**src/rtl/serial_tx_arbiter_if.sv**
```systemverilog
// Bundle of the arbiter's request, payload, grant and serial-line signals.
// The master modport is the requester side; the slave modport is the arbiter.
interface serial_tx_arbiter_if;
    logic        clkEn;
    logic [3:0]  req;
    logic [15:0] len_in;
    logic [59:0] data_in;
    logic [3:0]  gnt;
    logic [3:0]  done;
    logic        SerOut;
    logic        Busy;

    modport master (
        output clkEn, req, len_in, data_in,
        input  gnt, done, SerOut, Busy
    );

    modport slave (
        input  clkEn, req, len_in, data_in,
        output gnt, done, SerOut, Busy
    );
endinterface

```
**src/rtl/serial_tx_arbiter.sv**
```systemverilog
// Four-requester arbiter that serialises the winner's frame: start, port, length, payload, gap.
// Define ROUND_ROBIN_EN for round-robin arbitration; otherwise fixed priority (req[0] highest).
module serial_tx_arbiter (
    input  logic                 clk,
    input  logic                 rst,
    serial_tx_arbiter_if.slave   bus
);
    typedef enum logic [2:0] {IDLE, START, PORT, LEN, DATA, GAP} state_t;

    state_t      state_q, state_d;
    logic [3:0]  cnt_q, cnt_d;
    logic [1:0]  idx_q, idx_d;
    logic [3:0]  len_q, len_d;
    logic [14:0] data_q, data_d;
    logic [3:0]  gnt_q, gnt_d;
    logic [3:0]  done_q, done_d;
    logic        ser_q, ser_d;
`ifdef ROUND_ROBIN_EN
    logic [1:0]  ptr_q, ptr_d;
`endif

    logic [3:0]  len_arr  [4];
    logic [14:0] data_arr [4];
    logic [1:0]  win_idx;

    genvar gi;
    generate
        for (gi = 0; gi < 4; gi++) begin : g_split
            assign len_arr[gi]  = bus.len_in[4*gi +: 4];
            assign data_arr[gi] = bus.data_in[15*gi +: 15];
        end
    endgenerate

    // The last matching candidate in the loop is the highest-priority one.
    always_comb begin
        win_idx = 2'd0;
`ifdef ROUND_ROBIN_EN
        for (int k = 4; k >= 1; k--) begin
            if (bus.req[ptr_q + 2'(k)])
                win_idx = ptr_q + 2'(k);
        end
`else
        for (int k = 3; k >= 0; k--) begin
            if (bus.req[k])
                win_idx = 2'(k);
        end
`endif
    end

    // ser_d is the line value for the bit period the next state begins,
    // so SerOut comes straight from a flop.
    always_comb begin
        state_d = state_q;
        cnt_d   = cnt_q;
        idx_d   = idx_q;
        len_d   = len_q;
        data_d  = data_q;
        gnt_d   = gnt_q;
        done_d  = 4'b0000;
        ser_d   = ser_q;
`ifdef ROUND_ROBIN_EN
        ptr_d   = ptr_q;
`endif
        if (bus.clkEn) begin
            case (state_q)
                IDLE: begin
                    if (|bus.req) begin
                        state_d = START;
                        idx_d   = win_idx;
                        len_d   = len_arr[win_idx];
                        data_d  = data_arr[win_idx];
                        gnt_d   = 4'b0001 << win_idx;
                        cnt_d   = 4'd0;
                        ser_d   = 1'b0;
`ifdef ROUND_ROBIN_EN
                        ptr_d   = win_idx;
`endif
                    end
                end
                START: begin
                    state_d = PORT;
                    cnt_d   = 4'd1;
                    ser_d   = idx_q[1];
                end
                PORT: begin
                    if (cnt_q != 4'd0) begin
                        cnt_d = 4'd0;
                        ser_d = idx_q[0];
                    end else begin
                        state_d = LEN;
                        cnt_d   = 4'd3;
                        ser_d   = len_q[3];
                    end
                end
                LEN: begin
                    if (cnt_q != 4'd0) begin
                        cnt_d = cnt_q - 4'd1;
                        ser_d = len_q[2'(cnt_q - 4'd1)];
                    end else if (len_q == 4'd0) begin
                        state_d = GAP;
                        ser_d   = 1'b1;
                    end else begin
                        state_d = DATA;
                        cnt_d   = len_q;
                        ser_d   = data_q[len_q - 4'd1];
                    end
                end
                DATA: begin
                    // cnt_q counts payload bits still to send, including the current one.
                    if (cnt_q > 4'd1) begin
                        cnt_d = cnt_q - 4'd1;
                        ser_d = data_q[cnt_q - 4'd2];
                    end else begin
                        state_d = GAP;
                        cnt_d   = 4'd0;
                        ser_d   = 1'b1;
                    end
                end
                GAP: begin
                    state_d = IDLE;
                    ser_d   = 1'b1;
                    gnt_d   = 4'b0000;
                    done_d  = gnt_q;
                end
                default: begin
                    state_d = IDLE;
                    ser_d   = 1'b1;
                    gnt_d   = 4'b0000;
                end
            endcase
        end
    end

    always_ff @(posedge clk or posedge rst) begin
        if (rst) begin
            state_q <= IDLE;
            cnt_q   <= 4'd0;
            idx_q   <= 2'd0;
            len_q   <= 4'd0;
            data_q  <= 15'd0;
            gnt_q   <= 4'b0000;
            done_q  <= 4'b0000;
            ser_q   <= 1'b1;
`ifdef ROUND_ROBIN_EN
            ptr_q   <= 2'd3;
`endif
        end else begin
            state_q <= state_d;
            cnt_q   <= cnt_d;
            idx_q   <= idx_d;
            len_q   <= len_d;
            data_q  <= data_d;
            gnt_q   <= gnt_d;
            done_q  <= done_d;
            ser_q   <= ser_d;
`ifdef ROUND_ROBIN_EN
            ptr_q   <= ptr_d;
`endif
        end
    end

    assign bus.gnt    = gnt_q;
    assign bus.done   = done_q;
    assign bus.SerOut = ser_q;
    assign bus.Busy   = (state_q != IDLE);
endmodule

```
**src/flat_wrapper.sv**
```systemverilog
// flat-port wrapper written by rule: the top's interface ports become plain ports
module serial_tx_arbiter_flat 
  (clk, rst, bus_clkEn, bus_req, bus_len_in, bus_data_in, bus_gnt, bus_done, bus_SerOut, bus_Busy);
  serial_tx_arbiter_if bus_i ();
  input  logic clk;
  input  logic rst;
  input wire logic [$bits(bus_i.clkEn)-1:0] bus_clkEn;
  input wire logic [$bits(bus_i.req)-1:0] bus_req;
  input wire logic [$bits(bus_i.len_in)-1:0] bus_len_in;
  input wire logic [$bits(bus_i.data_in)-1:0] bus_data_in;
  output wire logic [$bits(bus_i.gnt)-1:0] bus_gnt;
  output wire logic [$bits(bus_i.done)-1:0] bus_done;
  output wire logic [$bits(bus_i.SerOut)-1:0] bus_SerOut;
  output wire logic [$bits(bus_i.Busy)-1:0] bus_Busy;
  assign bus_i.clkEn = bus_clkEn;
  assign bus_i.req = bus_req;
  assign bus_i.len_in = bus_len_in;
  assign bus_i.data_in = bus_data_in;
  assign bus_gnt = bus_i.gnt;
  assign bus_done = bus_i.done;
  assign bus_SerOut = bus_i.SerOut;
  assign bus_Busy = bus_i.Busy;
  serial_tx_arbiter u_core (.clk(clk), .rst(rst), .bus(bus_i));
endmodule
```
**config.mk**
```make
export PLATFORM = sky130hd
export DESIGN_NAME = serial_tx_arbiter_flat
export DESIGN_NICKNAME = d
export VERILOG_FILES = /design/src/rtl/serial_tx_arbiter_if.sv /design/src/rtl/serial_tx_arbiter.sv /design/src/flat_wrapper.sv
export SDC_FILE = /design/constraint.sdc
export NUM_CORES = 1
export LEC_CHECK = 0
export ABC_CLOCK_PERIOD_IN_PS = 2900
export CAP_MARGIN = 20
export CORE_MARGIN = 8
export CORE_UTILIZATION = 45
export DETAILED_ROUTE_END_ITERATION = 6
export PLACE_DENSITY = 0.8
export SLEW_MARGIN = 40
export SYNTH_ARGS = -nofsm -noshare
export SYNTH_HDL_FRONTEND = slang
export SYNTH_SLANG_ARGS = --single-unit
```
**constraint.sdc**
```tcl
create_clock -name clk -period 2.9 [get_ports clk]
set_clock_uncertainty 0.1 [all_clocks]
set_input_delay 0.87 -clock clk [delete_from_list [all_inputs] [get_ports clk]]
set_output_delay 0.87 -clock clk [all_outputs]
set_load 0.02 [all_outputs]
```
==> impl_metrics.yaml <==
run_status:
  outcome: "complete, no violations"
timing:
  whs_ns: 0.433
  hold_viol_final: 0
  rsz0062_at_grt: "false"
  finalSetupTns_ns: 0
  slew_violations: 0
  clock.fmax_mhz: 359
  slew_headroom: 0.663
  post-route-period-util: 0.960
  period_needed_ns: 2.78
  setup_violations: 0
  tightest_slew_ns: 0.505
placed_design:
  dp_hpwl_microns: 6230
  port_buffers: 92
  gp_congestion: 0.883
route:
  ant_nets: 0
  vias_per_cell: 5.89
  routedWlPerCell_microns: 17.8
  drt_pre_antenna_iters: 6
  vias: 2617
  routed_wl_microns: 7890
  drc: 0
  drt_iter0_markers: 157
critical_path:
  crit_chain: "nor3_4 -> inv_1 -> clkdlybuf4s50_1"
  crit_path_end_kind: "output port"
  cp.required_ns: 1.93
  crit_slowest_cell: "clkdlybuf4s50_1"
  start_kind: "flop"
  path_max_fanout: 12
  cp_data_arrival_time_ns: 1.81
  path_class: "flop to output port"
  cpPeakStageDelay_ns: 0.55
finish:
  multi_input_area_sq_um: 1680
  seq_area_sq_um: 927
  syn2layout_area_growth_pct: 39.5
  drive_gt1_frac: 0.168
  fillers: 516
  diodes: 0
  fin_nets: 459
yosys:
  ys_seq_area_frac: 0.334
  yosys_warnings: 0
  synth_nets: 368
  syn-cell-area_sq_um: 2780
  syn_avg_cell_area_sq_um: 9.98
  synth-seq-cells: 37
  netlist_instances: 278
  synth_flop_cell: "dfrtp_1"
  synth_cell_types: 61
  async_flop_share: 1.00
  synth_edf_count: 0
clocking:
  cts_made_buffers: 5
  clock_path_buffers: 2
  clk_latency_ns: 0.29
  clock-root-buffer: "clkbuf_8"
  cts.sinks: 37
  clk_pin_slew_worst_paths_ns: 0.07
  htreeDepth: 2
  cts_hold_buf: 0
  post_cts_resized: 0
  tritoncts: "done"
  post_cts_buffers: 0
floorplanning:
  io_pins: 93
  dieArea_sq_um: 8940
  die_x_microns: 94.5
  rows: 28
  core_sq_um: 5960
  start_util: 0.466
  die_h_microns: 94.5
global_routing:
  grt_max_degree: 38
  antenna_found_initial: 0
  grt_pass1_vias: 2831
  globalRouteTotalUtil: 0.182
  gr-total-overflow: 0
  grt_pass1_wl_microns: 13200
pwr:
  powerDensity_nw_per_um2: 783
  p_leak_uw: 0.00156
  ir_drop_v: 0.000347
hold_path:
  holdCritPathClass: "flop to flop"
flow_run:
  cap_violations: 0
==> layout make-up <==
class | count | area share
clock buffer | 7 | 0.0223
inverter | 11 | 0.0107
multi-input combinational | 209 | 0.434
sequential | 37 | 0.239
tap | 75 | 0.0242
timing repair buffer | 105 | 0.269
==> power breakdown <==
part           switching (uW)  leakage (uW)  total [uW]  internal [uW]
Combinational             791       0.00107        1630            844
Sequential                299      0.000440        1040            740
Clock                     170     0.0000443         359            188
==> registers in the layout, summed over array words and instances (netlist names) <==
name               count
u_core.data_q         15
u_core.bus.done        4
u_core.bus.gnt         4
u_core.cnt_q           4
u_core.len_q           4
u_core.state_q         3
u_core.idx_q           2
u_core.bus.SerOut      1
==> per-layer routing <==
| layer | routed length (microns) | global-route usage |
|---|---|---|
| met5 | 0 | 0 |
| met1 | 3120 | 0.209 |
| met3 | 584 | 0.0405 |
| met2 | 4060 | 0.328 |
| met4 | 124 | 0.0598 |
==> metrics by stage <==
stage / util / instance area, sq um / total power [uW] / setup slack [ns] / instances
after floorplan: - / 2780 / 2220 / 0.565 / 278
after global placement: 0.635 / 3780 / 2580 / 0.0450 / 437
after detailed placement: 0.635 / 3780 / 2660 / -0.00428 / 437
after CTS: 0.649 / 3870 / 3030 / 0.0337 / 444
after global routing: 0.650 / 3870 / 3260 / 0.0643 / 444
final: 0.650 / 3870 / 3030 / 0.116 / 444
==> worst paths after layout <==
check                      cells after the start  slack, ns                 end              start
setup reg to reg                               7       0.49     u_core.cnt_q[0]    u_core.cnt_q[1]
hold / removal                                 1       0.43  u_core.bus.done[2]  u_core.bus.gnt[2]
hold reg to reg                                1       0.43  u_core.bus.done[2]  u_core.bus.gnt[2]
min in group asynchronous                      3       0.89  u_core.bus.done[0]                rst
setup / recovery                               3       0.12            bus_Busy  u_core.state_q[1]
max in group asynchronous                      3       1.44   u_core.bus.SerOut                rst
==> cell usage after synthesis (3+ instances only) <==
cell,number,area [sq um]
a21oi_1,31,155
a222oi_1,19,190
a22o_1,3,26.3
buf_6,6,67.6
nand2_1,16,60.1
mux4_2,4,90.1
and2_1,6,37.5
buf_2,5,25.0
nor2_1,28,105
nor2b_1,3,18.8
dfrtp_1,36,901
inv_1,11,41.3
clkbuf_1,8,30.0
nor3_1,3,15.0
o21ai_0,13,65.1
mux2i_1,4,40.0
nor4b_1,3,26.3
mux2_4,18,270
ha_1,7,87.6
==> kinds of logic (layout without fill, tap and decap cells) <==
group	Yosys count	in the layout	synth area share
AOI/OAI and AO/OA	91	91	0.237
and+or+nand+nor	78	78	0.148
DFF	37	37	0.334
buffers and inverters	32	123	0.0645
muxes	31	31	0.175
adders and majority gates	7	7	0.0316
xor gates and xnor gates	2	2	0.00902
==> critical path, delay by kind of cell (launching register included) <==
family        cells  cell delay, ns
buf+inv           2            0.63
flops             1            0.54
simple gates      1            0.36
==> cell usage in the layout, fill, tap and decap left out, types with 2 or more instances in the layout <==
cell type,netlist,layout
a222oi_1,19,19
nor2_1,28,28
a31oi_1,2,2
mux4_2,4,4
and2_1,6,6
or2_2,2,2
or3_1,2,2
nand3_1,2,2
a21oi_1,31,31
clkbuf_8,0,6
a22o_1,3,3
a21oi_2,2,2
mux2_4,18,18
nor4b_1,3,3
ha_1,7,7
nor3_1,3,2
mux2i_1,4,4
mux2_2,2,2
o21a_1,2,2
o21ai_1,2,3
clkdlybuf4s50_1,0,92
nor2b_1,3,3
nand2_1,16,16
dfrtp_1,36,36
buf_12,0,2
o21ai_0,13,12
inv_1,11,11
buf_4,2,11
nor3b_1,2,2
mux4_1,2,2
nor2_2,2,2
(Power assumes the default switching activity.)
